<file path="src/rtl/veririsc_pkg.sv">
// -----------------------------------------------------------------------------
// veririsc_pkg
// Shared definitions for the VeriRISC controller slice.
//   - OP_W / PHASE_W : opcode and phase-counter widths
//   - opcode_e       : instruction opcodes HLT..JMP
//   - phase_e        : the eight instruction-cycle phases INST_ADDR..STORE
//   - strobes_t      : bundle of all datapath control strobes
//   - is_aluop()     : true for opcodes whose operand is read from memory
//                      and routed through the ALU into the accumulator
// -----------------------------------------------------------------------------
package veririsc_pkg;

   localparam int OP_W    = 3;
   localparam int PHASE_W = 3;

   typedef enum logic [OP_W-1:0] {
      OP_HLT = 3'd0,
      OP_SKZ = 3'd1,
      OP_ADD = 3'd2,
      OP_AND = 3'd3,
      OP_XOR = 3'd4,
      OP_LDA = 3'd5,
      OP_STO = 3'd6,
      OP_JMP = 3'd7
   } opcode_e;

   typedef enum logic [PHASE_W-1:0] {
      PH_INST_ADDR  = 3'd0,
      PH_INST_FETCH = 3'd1,
      PH_INST_LOAD  = 3'd2,
      PH_IDLE       = 3'd3,
      PH_OP_ADDR    = 3'd4,
      PH_OP_FETCH   = 3'd5,
      PH_ALU_OP     = 3'd6,
      PH_STORE      = 3'd7
   } phase_e;

   typedef struct packed {
      logic sel;
      logic rd;
      logic ld_ir;
      logic inc_pc;
      logic ld_pc;
      logic halt;
      logic data_e;
      logic ld_ac;
      logic wr;
   } strobes_t;

   localparam strobes_t STROBES_IDLE = '0;

   // Opcodes that fetch an operand from memory and load the accumulator.
   function automatic logic is_aluop(input opcode_e op);
      return (op == OP_ADD) || (op == OP_AND) || (op == OP_XOR) || (op == OP_LDA);
   endfunction

endpackage : veririsc_pkg

</file>
<file path="src/rtl/ctrl_phase_cnt.sv">
// -----------------------------------------------------------------------------
// ctrl_phase_cnt
// Wrapping phase counter for the VeriRISC instruction cycle. Counts
// 0..2**PHASE_W-1 and wraps to 0, advancing one step per clock while enab is
// high. The parent gates enab with its halted flag.
//
// Ports:
//   clk    in   clock
//   rst    in   synchronous active-high reset, forces phase to 0
//   enab   in   advance enable
//   phase  out  current phase (PHASE_W bits)
// -----------------------------------------------------------------------------
module ctrl_phase_cnt #(
   parameter int PHASE_W = 3
) (
   input  logic               clk,
   input  logic               rst,
   input  logic               enab,
   output logic [PHASE_W-1:0] phase
);

   logic [PHASE_W-1:0] phase_q;
   logic [PHASE_W-1:0] phase_d;

   // Natural binary overflow provides the STORE -> INST_ADDR wrap.
   always_comb begin
      phase_d = phase_q;
      if (enab) begin
         phase_d = phase_q + 1'b1;
      end
   end

   // NOTE: state registers use non-blocking assignments so every flop samples
   // pre-edge values regardless of process evaluation order.
   always_ff @(posedge clk) begin
      if (rst) begin
         phase_q <= '0;
      end else begin
         phase_q <= phase_d;
      end
   end

   assign phase = phase_q;

endmodule : ctrl_phase_cnt

</file>
<file path="src/rtl/veririsc_controller.sv">
// -----------------------------------------------------------------------------
// veririsc_controller
// Instruction sequencer for the VeriRISC CPU. Steps through the fixed
// 8-phase instruction cycle and decodes the current phase, opcode and
// accumulator-zero flag into the datapath strobes. Strobes are purely
// combinational from the phase register; there is no output register stage.
//
// Build option:
//   VERIRISC_CTRL_HALT_LATCH_EN
//     defined   : HLT in an enabled OP_ADDR cycle sets a sticky halted flag;
//                 the phase then freezes at OP_FETCH with only halt asserted
//                 until rst.
//     undefined : halt is a single-phase pulse in OP_ADDR and the phase keeps
//                 cycling; stopping the clock is left to the CPU top.
//
// Ports:
//   clk     in   clock
//   rst     in   synchronous active-high reset (priority over enab and halt)
//   enab    in   phase advance enable
//   opcode  in   instruction register opcode field (OP_W bits)
//   zero    in   accumulator-is-zero flag
//   phase   out  current phase (debug)
//   sel     out  address mux select, 1 = PC, 0 = IR operand
//   rd      out  memory read
//   ld_ir   out  instruction register load
//   inc_pc  out  program counter increment
//   ld_pc   out  program counter load (PC gives load priority over inc)
//   halt    out  halt indication
//   data_e  out  accumulator-to-bus driver enable
//   ld_ac   out  accumulator load
//   wr      out  memory write
// -----------------------------------------------------------------------------
module veririsc_controller #(
   parameter int PHASE_W = 3,
   parameter int OP_W    = 3
) (
   input  logic               clk,
   input  logic               rst,
   input  logic               enab,
   input  logic [OP_W-1:0]    opcode,
   input  logic               zero,
   output logic [PHASE_W-1:0] phase,
   output logic               sel,
   output logic               rd,
   output logic               ld_ir,
   output logic               inc_pc,
   output logic               ld_pc,
   output logic               halt,
   output logic               data_e,
   output logic               ld_ac,
   output logic               wr
);

   import veririsc_pkg::*;

   logic [PHASE_W-1:0] phase_cnt;
   logic               cnt_enab;
   logic               halted;
   phase_e             ph;
   opcode_e            op;
   strobes_t           strb;

   assign ph = phase_e'(phase_cnt);
   assign op = opcode_e'(opcode);

   // --------------------------------------------------------------------------
   // Halt handling
   // --------------------------------------------------------------------------
`ifdef VERIRISC_CTRL_HALT_LATCH_EN
   // Sets on the edge that leaves an enabled OP_ADDR with HLT; the counter
   // takes that same edge to OP_FETCH and then stays there.
   always_ff @(posedge clk) begin
      if (rst) begin
         halted <= 1'b0;
      end else if (enab && (ph == PH_OP_ADDR) && (op == OP_HLT)) begin
         halted <= 1'b1;
      end
   end
`else
   assign halted = 1'b0;
`endif

   assign cnt_enab = enab & ~halted;

   // --------------------------------------------------------------------------
   // Phase register
   // --------------------------------------------------------------------------
   ctrl_phase_cnt #(
      .PHASE_W (PHASE_W)
   ) u_phase_cnt (
      .clk   (clk),
      .rst   (rst),
      .enab  (cnt_enab),
      .phase (phase_cnt)
   );

   // --------------------------------------------------------------------------
   // Strobe decode
   // --------------------------------------------------------------------------
   // NOTE: every combinational output gets a default before the case so no
   // path through the block leaves a signal unassigned (which would infer a
   // latch).
   always_comb begin
      strb = STROBES_IDLE;
      if (halted) begin
         strb.halt = 1'b1;
      end else begin
         unique case (ph)
            PH_INST_ADDR: begin
               strb.sel = 1'b1;
            end
            PH_INST_FETCH: begin
               strb.sel = 1'b1;
               strb.rd  = 1'b1;
            end
            PH_INST_LOAD, PH_IDLE: begin
               strb.sel   = 1'b1;
               strb.rd    = 1'b1;
               strb.ld_ir = 1'b1;
            end
            PH_OP_ADDR: begin
               strb.inc_pc = 1'b1;
               strb.halt   = (op == OP_HLT);
            end
            PH_OP_FETCH: begin
               strb.rd = is_aluop(op);
            end
            PH_ALU_OP: begin
               strb.rd     = is_aluop(op);
               strb.inc_pc = (op == OP_SKZ) && zero;
               strb.ld_pc  = (op == OP_JMP);
               strb.data_e = (op == OP_STO);
            end
            PH_STORE: begin
               // JMP raises inc_pc and ld_pc together; the PC resolves to load.
               strb.rd     = is_aluop(op);
               strb.inc_pc = (op == OP_JMP);
               strb.ld_pc  = (op == OP_JMP);
               strb.ld_ac  = is_aluop(op);
               strb.wr     = (op == OP_STO);
               strb.data_e = (op == OP_STO);
            end
         endcase
      end
   end

   assign phase  = phase_cnt;
   assign sel    = strb.sel;
   assign rd     = strb.rd;
   assign ld_ir  = strb.ld_ir;
   assign inc_pc = strb.inc_pc;
   assign ld_pc  = strb.ld_pc;
   assign halt   = strb.halt;
   assign data_e = strb.data_e;
   assign ld_ac  = strb.ld_ac;
   assign wr     = strb.wr;

endmodule : veririsc_controller
</file>
<file path="config.mk">
export PLATFORM = sky130hd
export DESIGN_NAME = veririsc_controller
export DESIGN_NICKNAME = d
export VERILOG_FILES = /design/src/rtl/veririsc_pkg.sv /design/src/rtl/ctrl_phase_cnt.sv /design/src/rtl/veririsc_controller.sv
export SDC_FILE = /design/constraint.sdc
export NUM_CORES = 1
export LEC_CHECK = 0
export CAP_MARGIN = 20
export CORE_AREA = 2 2 39 41
export CTS_BUF_LIST = sky130_fd_sc_hd__clkbuf_16
export DETAILED_ROUTE_END_ITERATION = 8
export DIE_AREA = 0 0 41 43
export DONT_BUFFER_PORTS = 1
export PLACE_DENSITY_LB_ADDON = 0.12
export SYNTH_ARGS = -nofsm -noshare
export SYNTH_HDL_FRONTEND = slang
export SYNTH_SLANG_ARGS = --single-unit
</file>
<file path="constraint.sdc">
create_clock -name clk -period 1.1 [get_ports clk]
set_input_delay 0.22 -clock clk [delete_from_list [all_inputs] [get_ports clk]]
set_output_delay 0.22 -clock clk [all_outputs]
set_load 0.02 [all_outputs]
</file>
Word-level counts from Yosys, hierarchy flattened
Index checks and enable logic that the tools add are counted.

storage, ports and cells
  word-level logic and storage cells = 35
  output and inout bits = 12
  input bits = 7
  register bits = 3

cells by class
  eq/ne operators = 14
  reduce and logical (&&, ||, !) cells = 11
  add/subtract/negate cells = 1
  muxes and demuxes = 8

operators with widths
  cell                                                                    number
  3-bit equality test (second input constant)                             8
  3-bit by 2-bit equality test with 1-bit output (second input constant)  4
  3-bit by 1-bit equality test with 1-bit output (second input constant)  2
  3-bit logical NOT                                                       2
  3-bit OR reduction                                                      2
  1-bit two-way mux                                                       5
  2-bit OR reduction                                                      2
  4-bit OR reduction                                                      1
  3-bit by 1-bit adder with 3-bit output (second input constant)          1
  1-bit logical OR                                                        3
  1-bit one-hot mux with 3 select lines                                   1
  2-bit two-way mux                                                       1
  1-bit one-hot mux with 2 select lines                                   1
  1-bit logical AND                                                       1

Logic depth before layout (Yosys ltp)
  depth in word-level cells = 5
  depth in mapped cells = 5
  gate-level depth less buffers = 4

By module
From an unflattened synthesis, not the netlist that was laid out.

unflattened totals
  cell total of the unflattened synthesis = 30
  area total of the unflattened synthesis = 222.7 µm²

by module, submodules not included
  module               area each (µm²)  times used  cells each  seq. area each (µm²)
  ctrl_phase_cnt       121.4            1           11          60.1
  veririsc_controller  101.3            1           19          0.0

Least setup slack after synthesis
Ideal clock, no wire load.

  path kind = reg2out
  from = register u_phase_cnt.phase_q[0] (netlist: u_phase_cnt.phase[0])
  to = output ld_pc
  cell stages (with the launch flop) = 5
  setup slack = -0.626 ns
  arrival = 1.506 ns
  data required time = 0.880 ns
  path buffers = 0
  path through = dfxtp_1 ha_1 ha_1 a21oi_1 nor3b_1

between the ends
  word-level cells in the longest chain between the ends = 3
  elaborated cells on any way between the ends = 4
  those cells by class = eq/ne (2); mux (1); reduce/logical (1)

RTL lines
  element                         RTL line                    source
  start: declaration              ctrl_phase_cnt.sv:22        logic [PHASE_W-1:0] phase_q;
  start signal: assignment        ctrl_phase_cnt.sv:39        phase_q <= phase_d;
  3-bit equality test             veririsc_controller.sv:108  unique case (ph)
  2-bit OR reduction (no line) *  --
  1-bit two-way mux *             --
  end: declaration                veririsc_controller.sv:47   output logic ld_pc,

Every way passes the cells marked *; elsewhere a longest branch is shown, timed or not.

Worst setup path in the final report
  from = register u_phase_cnt.phase_q[1] (netlist: u_phase_cnt.phase[1])
  to = output ld_pc

The elaborated chain is that of the path after synthesis.

==> impl_metrics.tcl <==
set metrics [dict create \
    outcome "finished with violations" \
    violations "negative setup slack" \
    busiest_layer "met2" \
    post-route-util_pct 47.8 \
    insertion_delay_ps 220 \
    final.setup.worst_slack_ps -405 \
    max_clock_freq_ghz 0.665 \
    preCtsSetupSlack_ps -242 \
    root_buffer "clkbuf_16" \
    grt_util_all_layers_pct 13.4 \
    use_met3_pct 5.24 \
    instances_no_fill 73 \
    setup_violations 9 \
    grt_overflow 0 \
    period_needed_ps 1500 \
    antenna_left 0 \
    grt_pass1_vias 371 \
    die_x_um 41 \
    dieArea_mm2 0.00176 \
    path_buf_inv 1 \
    initial_core_util_pct 23.1 \
    critPathMaxFanout 4 \
    p_leak_nw 0.258 \
    fillers 136 \
    slew_viol_final 0 \
    ioPinCount 19 \
    finalPower_uw 924 \
    yosys_warnings 0 \
    area_delta_synth_final_pct 107 \
    worst_pin_slew_ps 320 \
    ys_ff_latch 3 \
    grtUsageMet2_pct 22.8 \
    via_per_inst 4.60 \
    syn_area_um2 320 \
    finalClockSkew_ps 0.648 \
    tritoncts "yes" \
    hp-class "primary input to flip-flop" \
    synth_edf_count 0 \
    buffer_ports.inserted 0 \
    worstPathArrival_ps 1280 \
    die_h_um 43 \
    end_kind "primary output" \
    grt_pass1_wl_um 1570 \
    syn_nets 53 \
    antenna_found_initial 0 \
    cp-start-kind "flip-flop" \
    cp_slowest_stage_delay_ps 360 \
    ys_seq_area_share_pct 18.8 \
    clkSinkCount 3 \
    final_cell_mix "13 x buf_4, 5 x nor2_1, 4 x ha_4" \
    numCtsBuffers 3 \
    period_share_pct 137 \
    n_antenna_cell 0 \
    async_flop_share_pct 0 \
    wl_per_cell_um 12.4 \
    rsz0062_at_grt "yes" \
    powerDensity_mw_per_mm2 1400 \
    totalWireLength_um 905 \
    cts_max_level 1 \
    grt_max_degree 7 \
    drt_iter0_drc 2 \
    path_delay_family "flip-flops" \
    slew_headroom_pct 78.5 \
    num_rows 14 \
    crit_type "flip-flop to primary output" \
    final_common_cell "buf_4" \
    gp_congestion 0.663 \
    nets 71 \
    vias 336 \
    drc 0 \
    core_area_mm2 0.00138 \
    cp_cell_sequence "ha_4 > ha_4 > a21oi_2 > nor3b_2 > buf_4" \
    reg2reg_slack_ps 40 \
    avgSynthCellArea_um2 8.01 \
    largest_reg_flops 3 \
    clockBufferDepth 2 \
    finalHoldViolations 0 \
    grtUsageMet1_pct 12.5 \
    drive_gt1_share_pct 68.4 \
    placed_cells 68 \
    cap_violations 0 \
    ys.flop_type "dfxtp_1" \
    ys_types 22 \
    path_common_cell "ha_4" \
    vdd_drop_max_mv 0.956 \
    required_ps 880 \
    hold_slack_ps 57.0 \
    place.detailed.hpwl_um 696 \
    drt-pass1-iter-count 2 \
    cpMaxStageDelayCell "dfxtp_4" \
    clkTransAtPathRegs_ps 30 \
    synth_cells 40 \
]
[cells by family after synthesis]
group           Yosys count  synth area share (%)
buf+inv                   5                  7.03
mux                       1                  3.13
xor+xnor                  2                  5.47
simple gates             17                  27.7
flops                     3                  18.8
fa+ha+maj                 6                  23.4
compound gates            6                  14.5
[timing repair]
item,CTS,global route
hold buffers,0,0
pin swaps,4,3
gates resized for setup,9,3
setup endpoints to repair,9,10
setup buffers,0,1
[power by group]
group,internal (mW),switching (mW)
sequential,0.120,0.0185
combinational,0.102,0.119
clock,0.468,0.0961
total,0.690,0.234
[per-layer routing]
| metal | share of wire (%) | wire (µm) |
|---|---|---|
| met2 | 58 | 527 |
| met3 | 6.6 | 60 |
| met4 | 0 | 0 |
| met5 | 0 | 0 |
| met1 | 35 | 317 |
[cells in the mapped netlist (all sizes together) (2+ instances only)]
library cell  count  area share [%]
xnor2             2             5.5
inv               4             4.7
nand2             3             3.5
ha                6              23
nor3b             2             4.7
dfxtp             3              19
nor2              5             5.9
o211ai            2             6.3
[path summary, 6_finish.rpt]
| check | start | end | depth (start not counted) |
|---|---|---|---|
| worst max register to register | u_phase_cnt.phase[1] | u_phase_cnt.phase[2] | 3 |
| worst max-delay path | u_phase_cnt.phase[1] | ld_pc | 5 |
| worst min register to register | u_phase_cnt.phase[2] | u_phase_cnt.phase[2] | 3 |
| worst min-delay path | rst | u_phase_cnt.phase[0] | 1 |
[cell type report]
cell class | instances | area (µm²) | share of cell area [%]
Clock inverter | 1 | 3.75 | 0.567
Timing Repair Buffer | 14 | 109 | 16.4
Inverter | 4 | 15.0 | 2.27
Sequential cell | 3 | 71.3 | 10.8
Tap cell | 16 | 20.0 | 3.02
Clock buffer | 3 | 75.1 | 11.3
Multi-Input combinational cell | 32 | 368 | 55.6
[worst reg2reg max path, stage by stage, from the launching register on]
cell and delay (ps):
dfxtp_4 370, ha_4 150, ha_2 260, a211oi_1 180
[metrics by stage]
step                      setup TNS, ps  cell area, µm²
after floorplan                   -1270             410
after global placement            -1270             517
after detailed placement          -1430             517
after CTS                         -3320             647
after global routing              -3710             662
final                             -3200             662
Note: power is estimated with default switching activity, not from simulation.
